<file path="src/rtl/add_arbiter_pkg.sv">
// Shared types for the add-unit arbiter: FSM state encoding and requester ids.
package add_arbiter_pkg;

  typedef enum logic [1:0] {
    ST_IDLE = 2'd0,
    ST_EXEC = 2'd1,
    ST_RESP = 2'd2
  } state_e;

  localparam logic REQ0 = 1'b0;
  localparam logic REQ1 = 1'b1;

endpackage

</file>
<file path="src/rtl/add_arbiter_rr.sv">
// Combinational two-way round-robin pick; a tie goes to the requester not served last.
module add_arb_rr
  import add_arbiter_pkg::*;
(
  input  logic req0,
  input  logic req1,
  input  logic last_served,
  output logic any_req,
  output logic winner
);

  always_comb begin
    any_req = req0 | req1;
    winner  = REQ0;
    if (req0 && req1) begin
      winner = ~last_served;
    end else if (req1) begin
      winner = REQ1;
    end
  end

endmodule

</file>
<file path="src/rtl/add_arbiter.sv">
// Round-robin arbiter and sequencer for a shared signed add unit: latch operands,
// drive the unit for one cycle, register the sum and return it with a done pulse.
module add_arbiter
  import add_arbiter_pkg::*;
#(
  parameter int WIDTH = 4,
  parameter int CNT_W = 8
) (
  input  logic             clk,
  input  logic             rst_n,
  input  logic             req0,
  input  logic [WIDTH-1:0] a0,
  input  logic [WIDTH-1:0] b0,
  input  logic             req1,
  input  logic [WIDTH-1:0] a1,
  input  logic [WIDTH-1:0] b1,
  output logic             gnt0,
  output logic             gnt1,
  output logic             done0,
  output logic             done1,
  output logic [WIDTH-1:0] result,
  output logic             overflow,
  output logic             busy,
  output logic             add_en,
  output logic [WIDTH-1:0] add_rd1,
  output logic [WIDTH-1:0] add_rd2,
  input  logic [WIDTH-1:0] add_result,
  input  logic             add_overflow,
  input  logic             ovf_clr,
  output logic [CNT_W-1:0] ovf_cnt
);

  state_e           state_q, state_d;
  logic [WIDTH-1:0] op_a_q, op_a_d;
  logic [WIDTH-1:0] op_b_q, op_b_d;
  logic             winner_q, winner_d;
  logic             last_q, last_d;
  logic [WIDTH-1:0] result_q, result_d;
  logic             ovf_q, ovf_d;
  logic [CNT_W-1:0] cnt_q, cnt_d;

  logic any_req;
  logic pick;

  add_arb_rr u_rr (
    .req0        (req0),
    .req1        (req1),
    .last_served (last_q),
    .any_req     (any_req),
    .winner      (pick)
  );

  always_comb begin
    state_d  = state_q;
    op_a_d   = op_a_q;
    op_b_d   = op_b_q;
    winner_d = winner_q;
    last_d   = last_q;
    result_d = result_q;
    ovf_d    = ovf_q;
    cnt_d    = cnt_q;
    case (state_q)
      ST_IDLE: begin
        if (any_req) begin
          op_a_d   = (pick == REQ1) ? a1 : a0;
          op_b_d   = (pick == REQ1) ? b1 : b0;
          winner_d = pick;
          last_d   = pick;
          state_d  = ST_EXEC;
        end
      end
      ST_EXEC: begin
        result_d = add_result;
        ovf_d    = add_overflow;
        state_d  = ST_RESP;
      end
      ST_RESP: state_d = ST_IDLE;
      default: state_d = ST_IDLE;
    endcase
    // Clear wins over a same-cycle increment; the increment saturates at all-ones.
    if (ovf_clr) begin
      cnt_d = '0;
    end else if (state_q == ST_EXEC && add_overflow && cnt_q != '1) begin
      cnt_d = cnt_q + {{(CNT_W-1){1'b0}}, 1'b1};
    end
  end

  always_ff @(posedge clk or negedge rst_n) begin
    if (!rst_n) begin
      state_q  <= ST_IDLE;
      op_a_q   <= '0;
      op_b_q   <= '0;
      winner_q <= REQ0;
      last_q   <= REQ1;
      result_q <= '0;
      ovf_q    <= 1'b0;
      cnt_q    <= '0;
    end else begin
      state_q  <= state_d;
      op_a_q   <= op_a_d;
      op_b_q   <= op_b_d;
      winner_q <= winner_d;
      last_q   <= last_d;
      result_q <= result_d;
      ovf_q    <= ovf_d;
      cnt_q    <= cnt_d;
    end
  end

  assign add_en   = (state_q == ST_EXEC);
  assign add_rd1  = add_en ? op_a_q : '0;
  assign add_rd2  = add_en ? op_b_q : '0;
  assign gnt0     = add_en && (winner_q == REQ0);
  assign gnt1     = add_en && (winner_q == REQ1);
  assign done0    = (state_q == ST_RESP) && (winner_q == REQ0);
  assign done1    = (state_q == ST_RESP) && (winner_q == REQ1);
  assign busy     = (state_q == ST_EXEC) || (state_q == ST_RESP);
  assign result   = result_q;
  assign overflow = ovf_q;
  assign ovf_cnt  = cnt_q;

endmodule

</file>
<file path="config.mk">
export PLATFORM = sky130hd
export DESIGN_NAME = add_arbiter
export DESIGN_NICKNAME = d
export VERILOG_FILES = /design/src/rtl/add_arbiter_pkg.sv /design/src/rtl/add_arbiter_rr.sv /design/src/rtl/add_arbiter.sv
export SDC_FILE = /design/constraint.sdc
export NUM_CORES = 1
export LEC_CHECK = 0
export BUFFER_PORTS_ARGS = -buffer_cell sky130_fd_sc_hd__buf_4
export CAP_MARGIN = 20
export CORE_MARGIN = 1.5
export CORE_UTILIZATION = 48
export DETAILED_ROUTE_END_ITERATION = 10
export GPL_ROUTABILITY_DRIVEN = 0
export PLACE_DENSITY_LB_ADDON = 0.3
export SLEW_MARGIN = 20
export SYNTH_ARGS = -nofsm -noshare
export SYNTH_HDL_FRONTEND = slang
export SYNTH_SLANG_ARGS = --single-unit
</file>
<file path="constraint.sdc">
create_clock -name clk -period 1.9 [get_ports clk]
set_input_delay 0.38 -clock clk [delete_from_list [all_inputs] [get_ports clk]]
set_output_delay 0.38 -clock clk [all_outputs]
set_load 0.05 [all_outputs]
</file>
Yosys cells after proc, flatten, opt, wreduce, memory -nomap -nowiden
Cells that the tools add are included.
{"block": "op_classes", "add_sub_neg": 1, "eq_ne": 4, "n_mux": 10, "bitwise_logic": 3, "n_reduce_logical": 11}
{"operator": "4-bit 2-to-1 mux", "count": 4}
{"operator": "8-bit 2-to-1 mux", "count": 2}
{"operator": "8-bit by 1-bit adder with 8-bit output (second input constant)", "count": 1}
{"operator": "8-bit inequality test (second input constant)", "count": 1}
{"operator": "1-bit logical AND", "count": 7}
{"operator": "2-bit one-hot mux with 2 select lines", "count": 1}
{"operator": "2-bit by 1-bit == test with 1-bit output (second input constant)", "count": 1}
{"operator": "2-bit == test (second input constant)", "count": 1}
{"operator": "2-bit logical NOT", "count": 1}
{"operator": "1-bit 2-to-1 mux", "count": 2}
{"operator": "2-bit 2-to-1 mux", "count": 1}
{"operator": "2-bit inequality test (second input constant)", "count": 1}
{"operator": "1-bit inverter", "count": 2}
{"operator": "2-bit AND reduction", "count": 1}
{"operator": "2-bit nonzero test", "count": 1}
{"operator": "1-bit logical OR", "count": 1}
{"operator": "1-bit OR", "count": 1}
{"block": "word_totals", "regBits": 25, "inputBits": 26, "output_inout_bits": 27, "elab_cells": 37}

Logic depth before layout (Yosys ltp)
Gate-level depths: netlist of the first run.
{"block": "logic_depth", "depth_word": 5, "ltp_mapped": 6, "mapped_depth_nobuf": 5}

By module
From an unflattened synthesis of the first run, not the netlist that was laid out.
{"block": "hier_totals", "hier_cells": 131, "area_unflattened_um2": 1376.3}
{"module": "add_arbiter", "n_inst": 1, "cells_each": 129, "area_per_inst_um2": 1362.6, "seq_area_each_um2": 626.9}
{"module": "add_arb_rr", "n_inst": 1, "cells_each": 2, "area_per_inst_um2": 13.8, "seq_area_each_um2": 0.0}

Worst setup path before layout of the first run
Ideal clock, no wire load.
{"block": "synth_path", "path_kind": "register -> output", "start": "register state_q[1]", "end": "output gnt0", "arrival_time_ps": 1954, "required_ps": 1520, "slack_ps": -434, "path_stages_with_launch": 5, "path_buffers": 1, "path_cell_list": "dfrtp_1 -> inv_1 -> ha_1 -> buf_4 -> nor2b_1"}
{"block": "synth_via", "elab_chain_len": 2}
{"element": "start: declaration", "line": "add_arbiter.sv:33", "source": "state_e state_q, state_d;"}
{"element": "start signal: assignment", "line": "add_arbiter.sv:99", "source": "state_q <= state_d;"}
{"element": "2-bit by 1-bit == test with 1-bit output", "line": "add_arbiter.sv:110", "source": "assign add_en = (state_q == ST_EXEC);"}
{"element": "via add_en", "line": "add_arbiter.sv:24", "source": "output logic add_en,"}
{"element": "1-bit logical AND", "line": "add_arbiter.sv:113", "source": "assign gnt0 = add_en && (winner_q == REQ0);"}
{"element": "end: declaration", "line": "add_arbiter.sv:17", "source": "output logic gnt0,"}
The timed path passes the listed nets, and every way through them passes these cells.

Final worst setup path of the first run
{"block": "layout_path", "start": "register state_q[1]", "end": "output add_rd1[3]"}
{"block": "layout_via", "elab_chain_len": 2}
{"element": "2-bit by 1-bit == test with 1-bit output", "line": "add_arbiter.sv:110"}
{"element": "4-bit 2-to-1 mux", "line": "add_arbiter.sv:111", "source": "assign add_rd1 = add_en ? op_a_q : '0;"}
{"element": "end: declaration", "line": "add_arbiter.sv:25", "source": "output logic [WIDTH-1:0] add_rd1,"}
No other way between the ends.

==> results.cfg, run 1 <==
[logic_synthesis]
synth_seq_cells = 25
seq_area_frac_synth = 0.469
async_flop_share = 1.00
synth_nets = 160
synthFlopType = dfrtp_1
yosysWarningCount = 0
postSynthAreaPerCell_um2 = 10.4
synth.distinct_cells = 37
synth_area_mm2 = 0.00134
synthCells = 129
synth_edf_count = 0

[die]
initial_utilization = 0.521
core_region_area_mm2 = 0.00257
rows = 18
design.portCount = 53
die-area_mm2 = 0.00311
die_h_um = 55.8
die_w_um = 55.8

[pwr]
p_comb_frac = 0.594
ir_drop_mv = 1.29
seqPwrFrac = 0.316
swShare = 0.489
pwr_density_cell_mw_per_mm2 = 1480
pwr-share-clk = 0.089
internal_power_mw = 1.37
total_power_mw = 2.68
p_switching_mw = 1.31
power_leakage_nw = 0.876

[route]
wl_per_cell_um = 13.7
drtAntennaViolNets = 0
drt_iter0_drc = 32
wl_met3_um = 125
vias = 1123
topRoutingLayerUsed = met4
via_per_inst = 5.25
routed_wl_um = 2930
wl_met2_um = 1520
wl_met1_um = 1270
drc = 0
first_pass_iters = 4

[clock_network]
clk_latency_ns = 0.32
cts_tree = done
cts_buffers = 3
clockBufferDepth = 2
clkTransAtPathRegs_ns = 0.13
clock-root-buffer = clkbuf_4
htree_num_levels = 1
cts.sinks = 25

[job]
drv_cap = 0

[finish]
drive_above_1_share = 0.440
nFillCells = 212
mostFrequentLayoutCells = buf_4, dfrtp_1, nand2_1
finalNetCount = 216
ff_latch_area_um2 = 628
final_common_cell = buf_4
synthToLayoutAreaGrowth_pct = 35.9
multiInputGateArea_um2 = 679
diodes = 0
stdcell_count = 214

[timing]
fin_crit_ns = 1.82
timing.final.max_slew_violations = 0
timing.hold.ws_ns = 0.233
max_freq_mhz = 549
setup_viol_count_final = 0
skew_ns = 0.0130
tightest_slew_ns = 0.411
grt_setup_unrepaired = false
slew_headroom = 0.719
hold_viol_final = 0
fin_crit_sh = 0.958
fin_setup_tns_ns = 0

[setup_path]
crit_end = add_rd1[3]
reg2reg_depth = 6
crit_path_start_kind = register
crit_type = reg -> out
cp_max_fo = 12
end_kind = output port
arrival_ns = 1.44
r2r_start = state_q[1]
r2r_end = ovf_cnt[5]
required_ns = 1.52
r2r_slack_ns = 0.09
setup.worst_path.start = state_q[1]

[grt]
grt_pass1_wl_um = 5020
grt_pass1_vias = 1096
grt_overflow = 0
antenna_found_initial = 0
grt.total_usage = 0.204
grt_max_degree = 26

[status]
status = finished, final reports clean

[placed_design]
dpl.hpwl_um = 2220
port_buffers = 52
dp.cells = 208

[hold_path]
hold_class = in -> reg
-- metrics by stage --
| step | instance area [um^2] | util | setup slack [ns] |
|---|---|---|---|
| after global placement | 1770 | 0.690 | 0.277 |
| after global routing | 1820 | 0.708 | 0.000855 |
| after detailed placement | 1770 | 0.690 | 0.199 |
| final | 1820 | 0.708 | 0.0798 |
| after CTS | 1820 | 0.708 | 0.0519 |
| after floorplan | 1360 | - | 0.0619 |
-- state kept, by name, summed over array words and instances, names as in the netlist --
signal,count
last_q,1
op_a_q,4
op_b_q,4
overflow,1
ovf_cnt,8
result,4
state_q,2
winner_q,1
-- final cells by class --
type	instances	area share
Multi-Input combinational cell	93	0.374
Clock inverter	1	0.00275
Sequential cell	25	0.345
Inverter	6	0.0124
Clock buffer	3	0.0124
Timing Repair Buffer	56	0.233
Tap cell	30	0.0206
-- worst max-delay path, stage by stage (launching register included) --
cell and delay, ns:
dfrtp_1 0.41, inv_1 0.15, ha_4 0.22, and2_2 0.16, buf_4 0.19
-- worst min path at each step --
stage / startpoint / end / cells past startpoint
floorplan: rst_n / op_a_q[0] / 0
global placement: rst_n / ovf_cnt[0] / 1
detailed placement: rst_n / ovf_cnt[5] / 1
CTS: req0 / last_q / 2
global route: req0 / last_q / 2
finish: req0 / last_q / 2
-- kinds of logic (layout without fill, tap and decap cells) --
family,after synthesis,count (layout),synth area share
flops,25,25,0.469
fa+ha+maj,5,5,0.0468
compound gates,24,24,0.106
simple gates,47,47,0.201
buf+inv,11,66,0.0430
mux,17,17,0.135
-- power groups by stage --
stage / Combinational (mW) / Sequential, mW / Clock, mW
floorplan: 0.966 / 1.05 / 0
global route: 1.70 / 0.884 / 0.267
finish: 1.59 / 0.849 / 0.239
CTS: 1.61 / 0.847 / 0.246
detailed placement: 1.59 / 0.856 / 0
global placement: 1.55 / 0.843 / 0
-- layer usage --
metal | global-route usage | up-vias
met5 | 0 | -
met4 | 0.0627 | 0
met3 | 0.0372 | 2
met2 | 0.364 | 31
met1 | 0.248 | 530
li1 | - | 560
-- synthesized netlist by cell type (2+ instances only) --
library cell | instances | area share
a211oi_1 | 2 | 0.011
a21oi_1 | 4 | 0.015
a31oi_1 | 3 | 0.014
and2_1 | 10 | 0.047
buf_2 | 2 | 0.0075
dfrtp_1 | 24 | 0.45
ha_1 | 5 | 0.047
inv_1 | 6 | 0.017
mux2_1 | 3 | 0.025
mux2_2 | 5 | 0.042
mux2i_1 | 9 | 0.067
nand2_1 | 12 | 0.034
nand2b_1 | 2 | 0.0094
nand4_1 | 2 | 0.0094
nor2_1 | 3 | 0.0084
nor2b_1 | 5 | 0.023
nor3_1 | 2 | 0.0075
nor4_1 | 2 | 0.0094
o21ai_0 | 2 | 0.0075
o21ai_1 | 9 | 0.034
-- what timing repair did --
item,4_1_cts,5_1_grt
endpoints found under the hold margin,24,0
buffers inserted,1,0
setup endpoints to repair,10,1
hold buffers,1,0
gates resized for setup,0,1
No activity file was read; power rests on OpenSTA's default activity.
==> run 2, diff against run 1 <==
SETUP_SLACK_MARGIN = 0.3   (was unset)
==> run 2 against run 1 <==
Net effect: global-route usage rose by 3.3 points; largest power group unchanged; clock-buffer cell count grew 1; clock power about the same; routed wire length up 23%; setup slack better by 0.047 ns; flip-flop and latch count did not move; non-clock buffer count is 6 higher; register-to-register slack improved by 0.12 ns; critical path depth up 1.
==> results.cfg, run 2 (same netlist as run 1, synthesis figures left out) <==
[timing]
skew_ns = 0.00624
fin_setup_tns_ns = 0
worst_slack_ns = 0.127
hold_viol_final = 0
max_freq_mhz = 564
slew_headroom = 0.789
grt_setup_unrepaired = true
setup_viol_count_final = 0
timing.final.max_slew_violations = 0
fin_crit_sh = 0.933
fin_crit_ns = 1.77
tightest_slew_ns = 0.316

[finish]
finalNetCount = 222
mostFrequentLayoutCells = buf_4, dfrtp_1, nand2_1, buf_8
nFillCells = 158
ff_latch_area_um2 = 631
synthToLayoutAreaGrowth_pct = 53.4
largest_register_ffs = 8
drive_above_1_share = 0.516
final_common_cell = buf_4
diodes = 0
multiInputGateArea_um2 = 753
utilization = 0.799

[grt]
antenna_found_initial = 0
grt_overflow = 0
grt.total_usage = 0.237
grt_max_degree = 26
grt_pass1_vias = 1285
grt_pass1_wl_um = 5790

[die]
design.portCount = 53
die_h_um = 55.8
die_w_um = 55.8
core_region_area_mm2 = 0.00257
rows = 18
die-area_mm2 = 0.00311
initial_utilization = 0.521

[setup_path]
r2r_slack_ns = 0.21
setup.worst_path.start = state_q[1]
critPathBufInv = 3
cp_common_cell = buf_6
end_kind = output port
r2r_start = state_q[1]
crit_path_start_kind = register
cp.depth = 5
cpMaxStageDelayCell = dfrtp_1
slowest_delay_ns = 0.43
critical-path-top-delay-family = flip-flops
arrival_ns = 1.39
path_cells = inv_2 -> ha_4 -> buf_6 -> nor2b_4 -> buf_6
crit_type = reg -> out
crit_end = gnt0
reg2reg_depth = 6
r2r_end = ovf_cnt[6]
required_ns = 1.52
cp_max_fo = 6

[route]
drt_iter0_drc = 26
via_per_inst = 5.54
drtAntennaViolNets = 0
routed_wl_um = 3590
wl_per_cell_um = 16.3
drc = 0
first_pass_iters = 4
vias = 1218

[pwr]
power_leakage_nw = 0.934
ir_drop_mv = 1.75
pwr_density_cell_mw_per_mm2 = 1560

[clock_network]
htree_num_levels = 1
clkTransAtPathRegs_ns = 0.14
clk_latency_ns = 0.32
cts.sinks = 25
clock-root-buffer = clkbuf_4
cts_tree = done
cts_buffers = 3
clockBufferDepth = 2

[placed_design]
port_buffers = 52
dp_slack_ns = 0.229
dpl.hpwl_um = 2180

[hold_path]
hold_class = in -> reg

[job]
drv_cap = 0

[status]
status = finished, final reports clean
-- run 2: cell count changes in the layout (fill, tap and decap cells not counted), sizes merged --
| cell | previous run | this run |
|---|---|---|
| buf | 55 | 61 |
| clkinv | 1 | 0 |
| clkbuf | 3 | 4 |
-- run 2: worst register-to-register path, cell delays in order, from the launching register on --
cell	delay [ns]
dfrtp_1	0.43
inv_2	0.08
ha_4	0.15
buf_4	0.19
nand2_2	0.11
or3_1	0.39
a211oi_1	0.24
-- run 2: timing repair --
| item | 4_1_cts | 5_1_grt |
|---|---|---|
| hold buffers | 1 | 0 |
| buffers inserted | 7 | 0 |
| setup endpoints to repair | 18 | 19 |
| resized for setup | 32 | 3 |
| pin swaps | 2 | 0 |
| hold endpoints to repair | 24 | 0 |
-- run 2: worst min-delay path by stage --
stage	start	end	slack [ns]	cells after the start
after floorplan	rst_n	op_a_q[0]	0.08	0
final	req0	last_q	0.24	2
after global routing	req0	last_q	0.23	2
after detailed placement	rst_n	ovf_cnt[5]	0.30	1
after CTS	req0	last_q	0.24	2
after global placement	rst_n	ovf_cnt[7]	0.30	1
-- run 2: layout make-up --
class                           count  share of cell area
Clock buffer                        4              0.0128
Inverter                            6              0.0110
Multi-Input combinational cell     93               0.367
Sequential cell                    25               0.307
Tap cell                           30              0.0183
Timing Repair Buffer               62               0.284
-- run 2: metal layers --
metal / part of all wire / up-vias / GRT usage
li1: - / 577 / -
met1: 0.40 / 595 / 0.279
met2: 0.54 / 40 / 0.435
met3: 0.041 / 6 / 0.0326
met4: 0.013 / 0 / 0.0836
met5: 0 / - / 0
-- run 2: metrics by stage --
stage | hold WS, ns | std cells | cell area, um^2 | total power [mW]
floorplan | 0.0844 | 129 | 1430 | 2.12
global placement | 0.296 | 208 | 1820 | 2.47
detailed placement | 0.302 | 208 | 1820 | 2.53
CTS | 0.236 | 220 | 2040 | 3.14
global route | 0.227 | 220 | 2050 | 3.34
finish | 0.239 | 220 | 2050 | 3.20
-- run 2: where the power goes --
part           switching [mW]  leakage (nW)  internal (mW)  total [mW]
sequential              0.149         0.312          0.730       0.879
combinational            1.18         0.606          0.900        2.08
clock                   0.156        0.0150         0.0820       0.238
==> run 3, diff against run 2 <==
CELL_PAD_IN_SITES_DETAIL_PLACEMENT = 1   (was unset)
CELL_PAD_IN_SITES_GLOBAL_PLACEMENT = 1   (was unset)
CORE_UTILIZATION = 35   (was 48)
clock period = 1.76 ns   (was 1.9 ns; I/O delays follow)
==> run 3 against run 2 <==
Net effect: critical path depth fell by 1; first-iteration DRC count shrank 7.7%; flip-flop and latch count unchanged; largest cell class unchanged; largest power group unchanged.
==> results.cfg, run 3 (same netlist as run 1, synthesis figures left out) <==
[hold_path]
hold_class = in -> reg

[placed_design]
postPlaceCellArea_mm2 = 0.00188
dpl.hpwl_um = 2640
port_buffers = 52

[setup_path]
r2r_end = ovf_cnt[5]
slowest_delay_ns = 0.45
r2r_slack_ns = 0.12
required_ns = 1.41
reg2reg_depth = 7
cpMaxStageDelayCell = dfrtp_2
crit_end = add_rd2[3]
path_cells = ha_4 -> buf_12 -> and2_4 -> buf_6
r2r_start = state_q[1]
crit_type = reg -> out
arrival_ns = 1.33
crit_path_start_kind = register
setup.worst_path.start = state_q[0]
cp_max_fo = 4
end_kind = output port

[pwr]
ir_drop_mv = 1.43
pwr_density_cell_mw_per_mm2 = 1660
power_leakage_nw = 0.999

[route]
routed_wl_um = 4120
first_pass_iters = 4
drt_iter0_drc = 24
vias = 1258
via_per_inst = 5.13
wl_per_cell_um = 16.8
drtAntennaViolNets = 0
drc = 0

[timing]
timing.final.max_slew_violations = 0
hold_viol_final = 0
fin_crit_sh = 0.954
tightest_slew_ns = 0.386
grt_setup_unrepaired = true
slew_headroom = 0.742
setup_viol_count_final = 0
fin_crit_ns = 1.68
skew_ns = 0.00553
max_freq_mhz = 595
fin_setup_tns_ns = 0

[clock_network]
htree_num_levels = 1
clk_latency_ns = 0.27
cts_tree = done
cts.sinks = 25
clockBufferDepth = 2
clkTransAtPathRegs_ns = 0.09
cts_buffers = 3
clock-root-buffer = clkbuf_8

[grt]
grt_pass1_vias = 1292
grt.total_usage = 0.193
grt_overflow = 0
grt_max_degree = 26
grt_pass1_wl_um = 6150
antenna_found_initial = 0

[finish]
final_common_cell = buf_4
drive_above_1_share = 0.594
largest_register_ffs = 8
finalNetCount = 229
synthToLayoutAreaGrowth_pct = 68.2
mostFrequentLayoutCells = buf_4, dfrtp_1, nand2_1
diodes = 0
stdcell_area_mm2 = 0.00225

[job]
drv_cap = 0

[status]
status = finished, final reports clean

[die]
die_w_um = 64.8
initial_utilization = 0.365
design.portCount = 53
core_region_area_mm2 = 0.00366
die-area_mm2 = 0.00420
rows = 22
die_h_um = 64.8
==> run 3: cell types whose count changed in the layout (fill, tap and decap cells not counted), sizes merged <==
cell  delta
buf      +7
==> run 3: worst max-delay path: cells and delay by family (launching register included) <==
family,cells,cell delay (ns)
DFF,1,0.45
buffers and inverters,2,0.27
adders and majority gates,1,0.19
and+or+nand+nor,1,0.15
==> run 3: worst min path at each step <==
| stage | cells after the start | to | slack (ns) | start |
|---|---|---|---|---|
| final | 2 | last_q | 0.27 | req0 |
| after CTS | 2 | last_q | 0.25 | req0 |
| after global routing | 2 | last_q | 0.27 | req0 |
| after floorplan | 0 | op_a_q[0] | 0.06 | rst_n |
| after detailed placement | 1 | op_b_q[3] | 0.28 | rst_n |
| after global placement | 1 | result[2] | 0.28 | rst_n |
==> run 3: what timing repair did <==
| item | 4_1_cts | 5_1_grt |
|---|---|---|
| gates resized for setup | 32 | 14 |
| buffers inserted | 6 | 8 |
| setup endpoints to repair | 20 | 22 |
| hold buffers | 1 | 0 |
| pin swaps | 3 | 5 |
| endpoints found under the hold margin | 24 | 0 |
==> run 3: routing by layer <==
metal / wire [um] / track usage
met3: 166 / 0.0434
met1: 1720 / 0.228
met5: 0 / 0
met2: 2190 / 0.365
met4: 38 / 0.0239
==> run 3: cell type report <==
type,instances,area [um^2]
Fill cell,389,1410
Tap cell,48,60.1
Clock buffer,4,45.0
Inverter,6,22.5
Sequential cell,25,638
Timing Repair Buffer,69,647
Multi-Input combinational cell,93,837
==> run 3: where the power goes <==
group	total (mW)	switching, mW	leakage [nW]	internal, mW
registers	0.951	0.162	0.302	0.789
clock network	0.356	0.194	0.0228	0.162
logic	2.42	1.32	0.674	1.10
==> run 3: metrics by stage <==
stage,worst slack (ns),cells,util,total power [mW],hold slack (ns)
floorplan,0.159,129,-,2.32,0.0564
global placement,0.183,226,0.513,2.71,0.278
detailed placement,0.0876,226,0.513,2.78,0.283
CTS,0.0789,237,0.581,3.53,0.252
global route,0.0296,245,0.614,3.92,0.267
finish,0.0805,245,0.614,3.73,0.273
